<file path="config.mk">
export PLATFORM = sky130hd
export DESIGN_NAME = z80_block_op_engine_flat
export DESIGN_NICKNAME = d
export VERILOG_FILES = /design/src/rtl/z80_block_op_engine_if.sv /design/src/rtl/z80_block_op_engine.sv /design/src/flat_wrapper.sv
export SDC_FILE = /design/constraint.sdc
export NUM_CORES = 1
export LEC_CHECK = 0
export BUFFER_PORTS_ARGS = -buffer_cell sky130_fd_sc_hd__clkbuf_2
export CORE_AREA = 4 4 117 119
export CTS_CLUSTER_DIAMETER = 200
export DETAILED_ROUTE_END_ITERATION = 16
export DIE_AREA = 0 0 121 123
export PLACE_DENSITY = 0.8
export SKIP_LAST_GASP = 1
export SYNTH_ARGS = -nofsm -noshare
export SYNTH_HDL_FRONTEND = slang
export SYNTH_SLANG_ARGS = --single-unit
</file>
<file path="constraint.sdc">
create_clock -name clk -period 4.29 [get_ports clk]
set_input_delay 0.858 -clock clk [delete_from_list [all_inputs] [get_ports clk]]
set_output_delay 0.858 -clock clk [all_outputs]
set_load 0.02 [all_outputs]
</file>
<file path="src/rtl/z80_block_op_engine_if.sv">
// Launch snapshot, result and memory handshake bundle for the Z80 block-op engine.
// Z80_BLOCK_INTR_EN adds int_pend/interrupted.
interface z80_block_op_engine_if #(
    parameter int ADDR_W = 16,
    parameter int CNT_W  = 16
);
    logic              start;
    logic              op_cp;
    logic              op_dec;
    logic              op_rep;
    logic [7:0]        a_in;
    logic [7:0]        f_in;
    logic [CNT_W-1:0]  bc_in;
    logic [ADDR_W-1:0] de_in;
    logic [ADDR_W-1:0] hl_in;

    logic              mem_rd_req;
    logic [ADDR_W-1:0] mem_rd_addr;
    logic              mem_rd_ack;
    logic [7:0]        mem_rd_data;
    logic              mem_wr_req;
    logic [ADDR_W-1:0] mem_wr_addr;
    logic [7:0]        mem_wr_data;
    logic              mem_wr_ack;

    logic              busy;
    logic              done;
    logic [CNT_W-1:0]  bc_out;
    logic [ADDR_W-1:0] de_out;
    logic [ADDR_W-1:0] hl_out;
    logic [7:0]        f_out;
    logic [CNT_W-1:0]  iter_cnt;

`ifdef Z80_BLOCK_INTR_EN
    logic              int_pend;
    logic              interrupted;

    modport master (
        output start, op_cp, op_dec, op_rep, a_in, f_in, bc_in, de_in, hl_in,
        output mem_rd_ack, mem_rd_data, mem_wr_ack, int_pend,
        input  mem_rd_req, mem_rd_addr, mem_wr_req, mem_wr_addr, mem_wr_data,
        input  busy, done, bc_out, de_out, hl_out, f_out, iter_cnt, interrupted
    );

    modport slave (
        input  start, op_cp, op_dec, op_rep, a_in, f_in, bc_in, de_in, hl_in,
        input  mem_rd_ack, mem_rd_data, mem_wr_ack, int_pend,
        output mem_rd_req, mem_rd_addr, mem_wr_req, mem_wr_addr, mem_wr_data,
        output busy, done, bc_out, de_out, hl_out, f_out, iter_cnt, interrupted
    );
`else
    modport master (
        output start, op_cp, op_dec, op_rep, a_in, f_in, bc_in, de_in, hl_in,
        output mem_rd_ack, mem_rd_data, mem_wr_ack,
        input  mem_rd_req, mem_rd_addr, mem_wr_req, mem_wr_addr, mem_wr_data,
        input  busy, done, bc_out, de_out, hl_out, f_out, iter_cnt
    );

    modport slave (
        input  start, op_cp, op_dec, op_rep, a_in, f_in, bc_in, de_in, hl_in,
        input  mem_rd_ack, mem_rd_data, mem_wr_ack,
        output mem_rd_req, mem_rd_addr, mem_wr_req, mem_wr_addr, mem_wr_data,
        output busy, done, bc_out, de_out, hl_out, f_out, iter_cnt
    );
`endif
endinterface

</file>
<file path="src/rtl/z80_block_op_engine.sv">
// Sequential engine for LDI/LDD/LDIR/LDDR and CPI/CPD/CPIR/CPDR with memory handshakes.
// Optional interrupt abort of repeat forms: define Z80_BLOCK_INTR_EN.
module z80_block_op_engine #(
    parameter int ADDR_W  = 16,
    parameter int CNT_W   = 16,
    parameter int GAP_CYC = 1
) (
    input  logic                  clk,
    input  logic                  reset,
    z80_block_op_engine_if.slave  bus
);
    typedef enum logic [2:0] {
        S_IDLE, S_RD, S_WR, S_UPD, S_GAP, S_DONE
    } state_t;

    localparam logic [3:0] GAP_LD = 4'(GAP_CYC - 1);
    localparam int FS  = 7;
    localparam int FZ  = 6;
    localparam int FH  = 4;
    localparam int FPV = 2;
    localparam int FN  = 1;

    state_t            r_state;
    state_t            w_next;
    logic              r_cp;
    logic              r_dec;
    logic              r_rep;
    logic [7:0]        r_a;
    logic [7:0]        r_f;
    logic [7:0]        r_data;
    logic [CNT_W-1:0]  r_bc;
    logic [CNT_W-1:0]  r_iter;
    logic [ADDR_W-1:0] r_de;
    logic [ADDR_W-1:0] r_hl;
    logic [3:0]        r_gap;

    logic [CNT_W-1:0]  w_bc_new;
    logic [ADDR_W-1:0] w_hl_new;
    logic [ADDR_W-1:0] w_de_new;
    logic [7:0]        w_f_new;
    logic              w_cont;
    logic              w_irq;

    function automatic logic [CNT_W-1:0] sat_inc(input logic [CNT_W-1:0] v);
        return (&v) ? v : v + CNT_W'(1);
    endfunction

    function automatic logic [ADDR_W-1:0] step_ptr(input logic [ADDR_W-1:0] p, input logic dec);
        return dec ? p - ADDR_W'(1) : p + ADDR_W'(1);
    endfunction

    // 5, 3 and C always pass through; LD keeps S/Z as well.
    function automatic logic [7:0] calc_flags(input logic cp, input logic [7:0] f,
                                              input logic [7:0] a, input logic [7:0] d,
                                              input logic pv);
        logic [7:0] diff;
        logic [7:0] res;
        diff     = a - d;
        res      = f;
        res[FPV] = pv;
        if (cp) begin
            res[FS] = diff[7];
            res[FZ] = (diff == 8'h00);
            res[FH] = (a[3:0] < d[3:0]);
            res[FN] = 1'b1;
        end else begin
            res[FH] = 1'b0;
            res[FN] = 1'b0;
        end
        return res;
    endfunction

    always_comb begin
        w_bc_new = r_bc - CNT_W'(1);
        w_hl_new = step_ptr(r_hl, r_dec);
        w_de_new = r_cp ? r_de : step_ptr(r_de, r_dec);
        w_f_new  = calc_flags(r_cp, r_f, r_a, r_data, w_bc_new != '0);
        w_cont   = r_rep && (w_bc_new != '0) && !(r_cp && w_f_new[FZ]);
`ifdef Z80_BLOCK_INTR_EN
        w_irq    = w_cont && bus.int_pend;
`else
        w_irq    = 1'b0;
`endif
    end

    always_ff @(posedge clk or posedge reset) begin
        if (reset) r_state <= S_IDLE;
        else       r_state <= w_next;
    end

    always_comb begin
        w_next = r_state;
        case (r_state)
            S_IDLE: if (bus.start)      w_next = S_RD;
            S_RD:   if (bus.mem_rd_ack) w_next = r_cp ? S_UPD : S_WR;
            S_WR:   if (bus.mem_wr_ack) w_next = S_UPD;
            S_UPD: begin
                if (!w_cont || w_irq) w_next = S_DONE;
                else if (GAP_CYC == 0) w_next = S_RD;
                else                   w_next = S_GAP;
            end
            S_GAP:  if (r_gap == 4'd0)  w_next = S_RD;
            S_DONE:                     w_next = S_IDLE;
            default:                    w_next = S_IDLE;
        endcase
    end

    always_comb begin
        bus.mem_rd_req = (r_state == S_RD);
        bus.mem_wr_req = (r_state == S_WR);
        bus.busy       = (r_state == S_RD) || (r_state == S_WR) ||
                         (r_state == S_UPD) || (r_state == S_GAP);
        bus.done       = (r_state == S_DONE);
    end

    // Working registers double as result outputs and memory addresses.
    always_ff @(posedge clk or posedge reset) begin
        if (reset) begin
            r_cp   <= 1'b0;
            r_dec  <= 1'b0;
            r_rep  <= 1'b0;
            r_a    <= '0;
            r_f    <= '0;
            r_data <= '0;
            r_bc   <= '0;
            r_iter <= '0;
            r_de   <= '0;
            r_hl   <= '0;
            r_gap  <= '0;
        end else begin
            case (r_state)
                S_IDLE: begin
                    if (bus.start) begin
                        r_cp   <= bus.op_cp;
                        r_dec  <= bus.op_dec;
                        r_rep  <= bus.op_rep;
                        r_a    <= bus.a_in;
                        r_f    <= bus.f_in;
                        r_bc   <= bus.bc_in;
                        r_de   <= bus.de_in;
                        r_hl   <= bus.hl_in;
                        r_iter <= '0;
                    end
                end
                S_RD: if (bus.mem_rd_ack) r_data <= bus.mem_rd_data;
                S_UPD: begin
                    r_hl   <= w_hl_new;
                    r_de   <= w_de_new;
                    r_bc   <= w_bc_new;
                    r_f    <= w_f_new;
                    r_iter <= sat_inc(r_iter);
                    r_gap  <= GAP_LD;
                end
                S_GAP: if (r_gap != 4'd0) r_gap <= r_gap - 4'd1;
                default: ;
            endcase
        end
    end

`ifdef Z80_BLOCK_INTR_EN
    logic r_intr;

    always_ff @(posedge clk or posedge reset) begin
        if (reset)                                r_intr <= 1'b0;
        else if (r_state == S_IDLE && bus.start)  r_intr <= 1'b0;
        else if (r_state == S_UPD)                r_intr <= w_irq;
    end

    assign bus.interrupted = r_intr;
`endif

    assign bus.mem_rd_addr = r_hl;
    assign bus.mem_wr_addr = r_de;
    assign bus.mem_wr_data = r_data;
    assign bus.bc_out      = r_bc;
    assign bus.de_out      = r_de;
    assign bus.hl_out      = r_hl;
    assign bus.f_out       = r_f;
    assign bus.iter_cnt    = r_iter;
endmodule

</file>
<file path="src/flat_wrapper.sv">
// flat-port wrapper written by rule: the top's interface ports become plain ports
module z80_block_op_engine_flat 
#(
    parameter int ADDR_W  = 16,
    parameter int CNT_W   = 16,
    parameter int GAP_CYC = 1
)
  (clk, reset, bus_start, bus_op_cp, bus_op_dec, bus_op_rep, bus_a_in, bus_f_in, bus_bc_in, bus_de_in, bus_hl_in, bus_mem_rd_ack, bus_mem_rd_data, bus_mem_wr_ack, bus_mem_rd_req, bus_mem_rd_addr, bus_mem_wr_req, bus_mem_wr_addr, bus_mem_wr_data, bus_busy, bus_done, bus_bc_out, bus_de_out, bus_hl_out, bus_f_out, bus_iter_cnt);
  z80_block_op_engine_if #(.ADDR_W(ADDR_W), .CNT_W(CNT_W)) bus_i ();
  input  logic clk;
  input  logic reset;
  input wire logic [$bits(bus_i.start)-1:0] bus_start;
  input wire logic [$bits(bus_i.op_cp)-1:0] bus_op_cp;
  input wire logic [$bits(bus_i.op_dec)-1:0] bus_op_dec;
  input wire logic [$bits(bus_i.op_rep)-1:0] bus_op_rep;
  input wire logic [$bits(bus_i.a_in)-1:0] bus_a_in;
  input wire logic [$bits(bus_i.f_in)-1:0] bus_f_in;
  input wire logic [$bits(bus_i.bc_in)-1:0] bus_bc_in;
  input wire logic [$bits(bus_i.de_in)-1:0] bus_de_in;
  input wire logic [$bits(bus_i.hl_in)-1:0] bus_hl_in;
  input wire logic [$bits(bus_i.mem_rd_ack)-1:0] bus_mem_rd_ack;
  input wire logic [$bits(bus_i.mem_rd_data)-1:0] bus_mem_rd_data;
  input wire logic [$bits(bus_i.mem_wr_ack)-1:0] bus_mem_wr_ack;
  output wire logic [$bits(bus_i.mem_rd_req)-1:0] bus_mem_rd_req;
  output wire logic [$bits(bus_i.mem_rd_addr)-1:0] bus_mem_rd_addr;
  output wire logic [$bits(bus_i.mem_wr_req)-1:0] bus_mem_wr_req;
  output wire logic [$bits(bus_i.mem_wr_addr)-1:0] bus_mem_wr_addr;
  output wire logic [$bits(bus_i.mem_wr_data)-1:0] bus_mem_wr_data;
  output wire logic [$bits(bus_i.busy)-1:0] bus_busy;
  output wire logic [$bits(bus_i.done)-1:0] bus_done;
  output wire logic [$bits(bus_i.bc_out)-1:0] bus_bc_out;
  output wire logic [$bits(bus_i.de_out)-1:0] bus_de_out;
  output wire logic [$bits(bus_i.hl_out)-1:0] bus_hl_out;
  output wire logic [$bits(bus_i.f_out)-1:0] bus_f_out;
  output wire logic [$bits(bus_i.iter_cnt)-1:0] bus_iter_cnt;
  assign bus_i.start = bus_start;
  assign bus_i.op_cp = bus_op_cp;
  assign bus_i.op_dec = bus_op_dec;
  assign bus_i.op_rep = bus_op_rep;
  assign bus_i.a_in = bus_a_in;
  assign bus_i.f_in = bus_f_in;
  assign bus_i.bc_in = bus_bc_in;
  assign bus_i.de_in = bus_de_in;
  assign bus_i.hl_in = bus_hl_in;
  assign bus_i.mem_rd_ack = bus_mem_rd_ack;
  assign bus_i.mem_rd_data = bus_mem_rd_data;
  assign bus_i.mem_wr_ack = bus_mem_wr_ack;
  assign bus_mem_rd_req = bus_i.mem_rd_req;
  assign bus_mem_rd_addr = bus_i.mem_rd_addr;
  assign bus_mem_wr_req = bus_i.mem_wr_req;
  assign bus_mem_wr_addr = bus_i.mem_wr_addr;
  assign bus_mem_wr_data = bus_i.mem_wr_data;
  assign bus_busy = bus_i.busy;
  assign bus_done = bus_i.done;
  assign bus_bc_out = bus_i.bc_out;
  assign bus_de_out = bus_i.de_out;
  assign bus_hl_out = bus_i.hl_out;
  assign bus_f_out = bus_i.f_out;
  assign bus_iter_cnt = bus_i.iter_cnt;
  z80_block_op_engine #(.ADDR_W(ADDR_W), .CNT_W(CNT_W), .GAP_CYC(GAP_CYC)) u_core (.clk(clk), .reset(reset), .bus(bus_i));
endmodule
</file>
; Word level (Yosys, flattened, before mapping)
; Index checks and enable logic that the tools add are counted.
[totals]
register_bits = 98
in_bits = 80
out_inout_bits = 116
[classes]
add_sub_neg = 8
magnitude_cmp = 1
n_eq_ne = 13
muxes = 26
bitwise_logic = 1
n_reduce_logical = 24
[ops]
columns = op, count
row1 = $mux 16, 8
row2 = $pmux 16 s2, 4
row3 = $add 16x1->16 const B, 3
row4 = $sub 16x1->16 const B, 3
row5 = $pmux 8 s2, 1
row6 = $reduce_and 16->1, 1
row7 = $reduce_bool 16->1, 1
row8 = $pmux 3 s5, 1
row9 = $mux 3, 4
row10 = $ne 2x2->1 const B, 6
row11 = $reduce_and 3->1, 4
row12 = $logic_not 8->1, 1
row13 = $mux 8, 1
row14 = $pmux 4 s2, 1
row15 = $reduce_and 2->1, 4
row16 = $sub 8x8->8, 1
row17 = $eq 3x2->1 const B, 2
row18 = $eq 3x3->1 const B, 2
row19 = $logic_not 4->1, 1
row20 = $lt 4x4->1, 1
row21 = $mux 1, 4
row22 = $mux 4, 1
row23 = $ne 2x1->1 const B, 2
row24 = $reduce_and 4->1, 1
row25 = 10 further kinds, 15

; Depth between registers and ports, before layout
; Gate-level depths: netlist of the first run.
[depth]
ltp_word = 8
mapped_depth = 8
ltp_nobuf = 8

; Worst setup path before layout of the first run
; OpenSTA, ideal clock, no wires.
[synth_timing]
kind = register to register
startpoint = register u_core.r_dec
endpoint = register u_core.r_hl[15], in the netlist u_core.bus.hl_out[15]
arrival_ns = 2.769
t_required_ns = 4.196
slack_ns = 1.427
path_stages_with_launch = 8
period_less_slack_ns = 2.863
path_cell_list = dfrtp_1 -> ha_1 -> a21oi_1 -> o211ai_1 -> or4_1 -> o221ai_1 -> mux2_2 -> a211oi_1
[synth_between]
elab_chain_len = 2
[synth_rtl]
columns = element, line
row1 = start: declaration, z80_block_op_engine.sv:26  ; logic r_dec;
row2 = start signal: assignment, z80_block_op_engine.sv:135  ; r_dec <= bus.op_dec;
row3 = $mux 16, z80_block_op_engine.sv:49  ; return dec ? p - ADDR_W'(1) : p + ADDR_W'(1);
row4 = $pmux 16 s2, z80_block_op_engine.sv:131  ; case (r_state)
row5 = end signal: assignment, z80_block_op_engine.sv:141  ; r_hl <= bus.hl_in;
row6 = end signal: assignment, z80_block_op_engine.sv:147  ; r_hl <= w_hl_new;
row7 = end: declaration, z80_block_op_engine.sv:34  ; logic [ADDR_W-1:0] r_hl;
; Every way passes these cells.
; A chain may end at the register's enable or synchronous reset.

; Worst setup path after layout of the first run
; Same ends and word-level chain as after synthesis.

==> results of run 1 <==
## worst paths after layout
path	slack, ns	depth (start not counted)	endpoint	from
worst max-delay path	1.27	7	u_core.bus.hl_out[15]	u_core.r_dec
worst min-delay path	0.48	2	u_core.bus.f_out[3]	u_core.bus.f_out[3]
worst max register to register	1.27	7	u_core.bus.hl_out[15]	u_core.r_dec
worst min register to register	0.48	2	u_core.bus.f_out[3]	u_core.bus.f_out[3]
max in group asynchronous	2.87	3	u_core.bus.hl_out[3]	reset
min in group asynchronous	0.59	2	u_core.bus.bc_out[12]	reset
## registers in the layout, summed over array words and instances, names as in the netlist
name	count
u_core.r_state	3
u_core.r_cp	1
u_core.r_rep	1
u_core.bus.bc_out	16
u_core.bus.f_out	8
u_core.r_dec	1
u_core.bus.iter_cnt	16
u_core.bus.de_out	16
u_core.bus.hl_out	16
u_core.r_gap	4
u_core.bus.mem_wr_data	8
u_core.r_a	8
## layout by cell type (no fill, tap or decap), drive strengths merged, types with 4 or more instances in the layout
master | Yosys | layout
nand2 | 108 | 108
nand4 | 14 | 14
dfrtp | 98 | 98
nor2 | 63 | 63
a31oi | 11 | 11
o21bai | 4 | 4
a22oi | 6 | 6
or4 | 4 | 4
or3 | 6 | 6
buf | 45 | 8
nor4 | 11 | 11
xor2 | 19 | 19
o21a | 8 | 8
a21o | 9 | 9
mux2 | 5 | 5
nor2b | 5 | 5
and3 | 15 | 15
xnor2 | 19 | 19
nor3 | 15 | 15
clkbuf | 23 | 204
a211oi | 11 | 11
mux2i | 4 | 4
inv | 27 | 31
nand3 | 33 | 33
ha | 40 | 40
o31ai | 7 | 7
o21ai | 57 | 57
a21oi | 40 | 40
a221o | 6 | 6
o211ai | 10 | 10
## power by group through the flow
stage               combinational (mW)  sequential, mW  clock, mW
floorplan                         3.18            2.01          0
global placement                  4.33            1.77          0
detailed placement                4.40            1.79          0
CTS                               4.43            1.77      0.806
global route                      4.92            1.84      0.838
finish                            4.42            1.78      0.785
## worst min-delay path, cell delays in order (launching register included)
cell and delay [ns]:
dfrtp_1 0.35, nand2_1 0.05, nand2_1 0.05
## logic make-up after synthesis
kind of cell | Yosys count
AO/OA/AOI/OAI | 198
adder cells (fa/ha/maj) | 42
AND/OR/NAND/NOR | 295
flip-flops | 98
multiplexers | 9
buffers and inverters | 95
XOR/XNOR | 38
## synthesized netlist by cell type, drive strengths merged (5+ instances only)
cell type / count / area, sq um
o21a: 8 / 60.1
xor2: 19 / 166
nand4: 14 / 87.6
or3: 6 / 37.5
o211ai: 10 / 75.1
nor2b: 5 / 31.3
a21o: 9 / 67.6
nor2: 63 / 236
dfrtp: 98 / 2450
mux2: 5 / 56.3
nor4: 11 / 75.1
xnor2: 19 / 166
clkbuf: 23 / 87.6
inv: 27 / 101
nor3: 15 / 75.1
buf: 45 / 307
ha: 40 / 500
nand2: 108 / 405
a22oi: 6 / 45.0
a21oi: 40 / 200
a31oi: 11 / 68.8
and3: 15 / 93.8
a211oi: 11 / 82.6
o31ai: 7 / 52.6
a221o: 6 / 60.1
nand3: 33 / 165
o21ai: 57 / 289
## cell type report
class | count | area [sq um] | area share, %
clock inverter | 7 | 57.6 | 0.743
inverter | 27 | 104 | 1.34
clock buffer | 9 | 225 | 2.91
tap | 172 | 215 | 2.78
sequential | 98 | 2450 | 31.7
multi-input combinational | 582 | 3650 | 47.2
timing repair buffer | 203 | 1040 | 13.4
## stage by stage
stage	utilization (%)	hold slack, ns	instances	worst slack, ns	total power [mW]
floorplan	-	0.439	775	0.870	5.20
global placement	59.3	0.452	1082	1.37	6.10
detailed placement	59.3	0.466	1082	1.32	6.19
CTS	61.6	0.483	1098	1.28	7.00
global route	61.6	0.495	1098	0.962	7.60
finish	61.6	0.479	1098	1.27	6.98
## layer usage
layer  vias to the layer above  GRT usage, %  part of all wire [%]
met5                         -             0                     0
li1                       3054             -                     -
met1                      2968          32.6                    45
met4                         0          7.44                   1.7
met3                        23          4.44                   6.3
met2                       187          38.0                    47
==> flow_summary.ini, run 1 <==
[outcome]
status = finished clean

[place]
globalplace.congestion = 0.901
hpwl_um = 12800
placed_area_sq_um = 7460
io_buffers = 195

[routing]
drc_errors = 0
ant_nets = 0
routed_wl_um = 17400
first_iter_violations = 441
post_drt_via_cell_ratio = 5.68
drtPass1Iterations = 4
wire_per_inst_um = 15.9
routed-via-count = 6232

[worst_setup_path]
path_max_fanout = 20
critPathArrivalTime_ns = 3.28
crit_type = reg2reg
cp_data_required_time_ns = 4.55
path_cells = ha_1, a21oi_1, o211ai_1, or4_1, o221ai_1, mux2_2, a211oi_1
cpLargestDelayFamily = compound AO/OA/AOI/OAI gates
critPathBufInv = 0
cp_slowest_stage_delay_ns = 0.84
worstSetupEndpointType = register
slowest_stage = dfrtp_1
start_kind = register

[logic_synthesis]
synth_xor_area_share_pct = 5.05
synth_top_family_by_area = simple AND/OR/NAND/NOR gates
synth-simple-area-share_pct = 21.1
ys_dominant_reg_cell = dfrtp_1
synth_cells = 775
synth_edf_count = 0
synth_cell_types = 68
synth_warnings = 0
synthAdderAreaFrac_pct = 8.19
avgSynthCellArea_sq_um = 8.51
synth_fp_nets = 897
ys_seq_area_share_pct = 37.2
synth_mux_area_share_pct = 1.46
synth_compound_area_share_pct = 19.5
ys_seq_elements = 98
syn_area_sq_um = 6600
async_flop_share_pct = 100

[power_and_ir_drop]
p_sw_share_pct = 50.7
irDropWorstVdd_mv = 0.362
seq_power_share_pct = 25.4
p_per_area_nw_per_um2 = 901
p_leak_nw = 3.83
p_int_mw = 3.44
clockPowerShare_pct = 11.2
switchingPower_mw = 3.54
power_frac_comb_pct = 63.3

[clock_tree]
clk_pin_slew_ns = 0.07
cts_tree = built
postCtsResizedCells = 0
htreeDepth = 3
clock_latency_ns = 0.35
post_cts_buffers = 0
clock-sinks = 98
holdBufCountCts = 0
numCtsBuffers = 9
cts-root-buf = clkbuf_16
clk_path_buf_depth = 2

[sta]
rsz0062_at_grt = no
period_minus_slack_ns = 3.02
max_freq_mhz = 331
worst_slew_pin_slew_ns = 1.30
finalSetupViolations = 0
slew_violations = 0
max_slew_margin_pct = 13.1
setup-tns-final_ns = 0
hold_violations = 0
period_share_pct = 70.4
skew_ns = 0.00857

[final_layout]
nets = 1043
fin_area_sq_um = 7740
fillers = 1121
area_delta_synth_final_pct = 17.4
diodes = 0
drive_above_1_share_pct = 25.3

[global_routing]
grt-ovfl-total = 0
grt_pass1_wl_um = 28600
grt_pass1_vias = 5862
track_usage_pct = 23.7
grt_max_degree = 61
antenna_found_initial = 0

[floorplanning]
fp.dieH_um = 123
rows = 41
top_level_ports = 196
start_util_pct = 52.5
core_area_sq_um = 12600
die_w_um = 121
dieArea_sq_um = 14900

[min_path]
hold_path_class = reg2reg

[run]
max-cap-violations = 0
(Power assumes the default switching activity.)
==> run 2: changes to the inputs <==
--- a/config.mk
+++ b/config.mk
@@ -6,11 +6,11 @@
 export NUM_CORES = 1
 export LEC_CHECK = 0
 export BUFFER_PORTS_ARGS = -buffer_cell sky130_fd_sc_hd__clkbuf_2
-export CORE_AREA = 4 4 117 119
+export CORE_AREA = 4 4 123 125
 export CTS_CLUSTER_DIAMETER = 200
 export DETAILED_ROUTE_END_ITERATION = 16
-export DIE_AREA = 0 0 121 123
-export PLACE_DENSITY = 0.8
+export DIE_AREA = 0 0 127 129
+export PLACE_DENSITY = 0.76
 export SKIP_LAST_GASP = 1
 export SYNTH_ARGS = -nofsm -noshare
 export SYNTH_HDL_FRONTEND = slang
==> constraint.sdc (replaced) <==
create_clock -name clk -period 2.7 [get_ports clk]
set_input_delay 0.54 -clock clk [delete_from_list [all_inputs] [get_ports clk]]
set_output_delay 0.54 -clock clk [all_outputs]
set_load 0.02 [all_outputs]
==> flow_summary.ini, run 2 (same netlist as run 1, synthesis figures left out) <==
[outcome]
status = finished clean

[sta]
slew_violations = 0
period_minus_slack_ns = 2.52
max_slew_margin_pct = 60.1
finalSetupViolations = 0
hold_violations = 0
period_share_pct = 93.5
skew_ns = 0.00857
setup-tns-final_ns = 0
rsz0062_at_grt = no
timing.final.ws_setup_ns = 0.176
worst_slew_pin_slew_ns = 0.597
max_freq_mhz = 396

[worst_setup_path]
cpLargestDelayFamily = compound AO/OA/AOI/OAI gates
cp_slowest_stage_delay_ns = 0.49
path_max_fanout = 7
reg2reg_from = u_core.r_dec
worstSetupEndpointType = register
path_cells = buf_4, ha_1, a21o_1, or4_1, o221ai_2, mux2_2, a211oi_2
critPathArrivalTime_ns = 2.78
crit_type = reg2reg
slowest_stage = or4_1
r2r_cells = 7
crit_start = u_core.r_dec
r2r_end = u_core.bus.hl_out[15]
cp_data_required_time_ns = 2.96
start_kind = register
critPathBufInv = 1
rrSetupSlack_ns = 0.18

[global_routing]
grt_pass1_vias = 5943
grt-ovfl-total = 0
grt_pass1_wl_um = 29200
antenna_found_initial = 0
track_usage_pct = 21.8
grt_max_degree = 43

[clock_tree]
numCtsBuffers = 9
clk_pin_slew_ns = 0.08
clk_path_buf_depth = 2
clock-sinks = 98
cts_tree = built
htreeDepth = 3
clock_latency_ns = 0.35
holdBufCountCts = 0
cts-root-buf = clkbuf_16

[place]
dp_worst_setup_slack_ns = 0.0868
dp_cells = 1106
hpwl_um = 13400
globalplace.congestion = 0.889
io_buffers = 195

[power_and_ir_drop]
p_per_area_nw_per_um2 = 1440
power_mw = 11.4
irDropWorstVdd_mv = 0.653
p_leak_nw = 3.92

[final_layout]
diodes = 0
layout_commonest_cell = clkbuf_2
area_delta_synth_final_pct = 20.3
drive_above_1_share_pct = 27.2
nets = 1062
mostFrequentLayoutCells = clkbuf_2 (195), nand2_1 (108), dfrtp_1 (97)
fillers = 1304
finalNonFillerCells = 1125

[floorplanning]
start_util_pct = 47.5
die_w_um = 127
fp.dieH_um = 129
rows = 43
top_level_ports = 196
dieArea_sq_um = 16400
core_area_sq_um = 13900

[routing]
wire_per_inst_um = 15.9
drtPass1Iterations = 8
top_layer = met4
routed-wl-met3_um = 1180
ant_nets = 0
routed_wl_um = 17900
post_drt_via_cell_ratio = 5.57
met1_length_um = 7940
routed-via-count = 6268
wl_met2_um = 8490
first_iter_violations = 394
drc_errors = 0

[run]
max-cap-violations = 0

[min_path]
hold_path_class = in2async
-- run 2: changes by cell type in the layout (fill, tap and decap cells not counted), moves of 2 or more --
cell	delta
buf_4	+17
clkinvlp_4	+2
inv_6	-2
inv_8	+2
-- run 2: layout make-up --
type | count | area, sq um | share of cell area [%]
clock buffers | 10 | 239 | 3.01
clock inverters | 6 | 56.3 | 0.710
inverters | 27 | 105 | 1.32
multi-input cells | 582 | 3670 | 46.2
flip-flops and latches | 98 | 2450 | 30.9
well taps | 180 | 225 | 2.84
repair buffers | 222 | 1190 | 15.0
-- run 2: through the flow --
| step | utilization (%) | cell area (sq um) | hold slack, ns |
|---|---|---|---|
| after floorplan | - | 6600 | 0.439 |
| after global placement | 54.8 | 7600 | 0.463 |
| after detailed placement | 54.8 | 7600 | 0.467 |
| after CTS | 56.9 | 7900 | 0.231 |
| after global routing | 57.2 | 7930 | 0.275 |
| final | 57.2 | 7930 | 0.228 |
-- run 2: worst max-delay path by stage --
stage                     slack (ns)  cells past startpoint               endpoint
after floorplan                 0.11                      7  u_core.bus.hl_out[15]
after global placement          0.21                      7  u_core.bus.hl_out[15]
after detailed placement        0.09                      7  u_core.bus.hl_out[15]
after CTS                       0.04                      7  u_core.bus.hl_out[15]
after global routing            0.03                      8  u_core.bus.hl_out[15]
final                           0.18                      7  u_core.bus.hl_out[15]
-- run 2: repair_timing --
action                                  CTS  global route
endpoints found under the setup margin    0             2
gates resized for setup                   0             3
setup buffers                             0             3
-- run 2: report_power, final --
group	switching, mW	leakage [nW]	internal [mW]
Combinational	4.40	2.56	2.94
Sequential	0.699	1.22	2.07
Clock	0.619	0.144	0.672
-- run 2: layer usage --
layer / track usage, % / vias up
met5: 0 / -
met4: 6.44 / 0
met3: 3.99 / 26
met2: 36.1 / 221
met1: 29.4 / 2926
li1: - / 3095
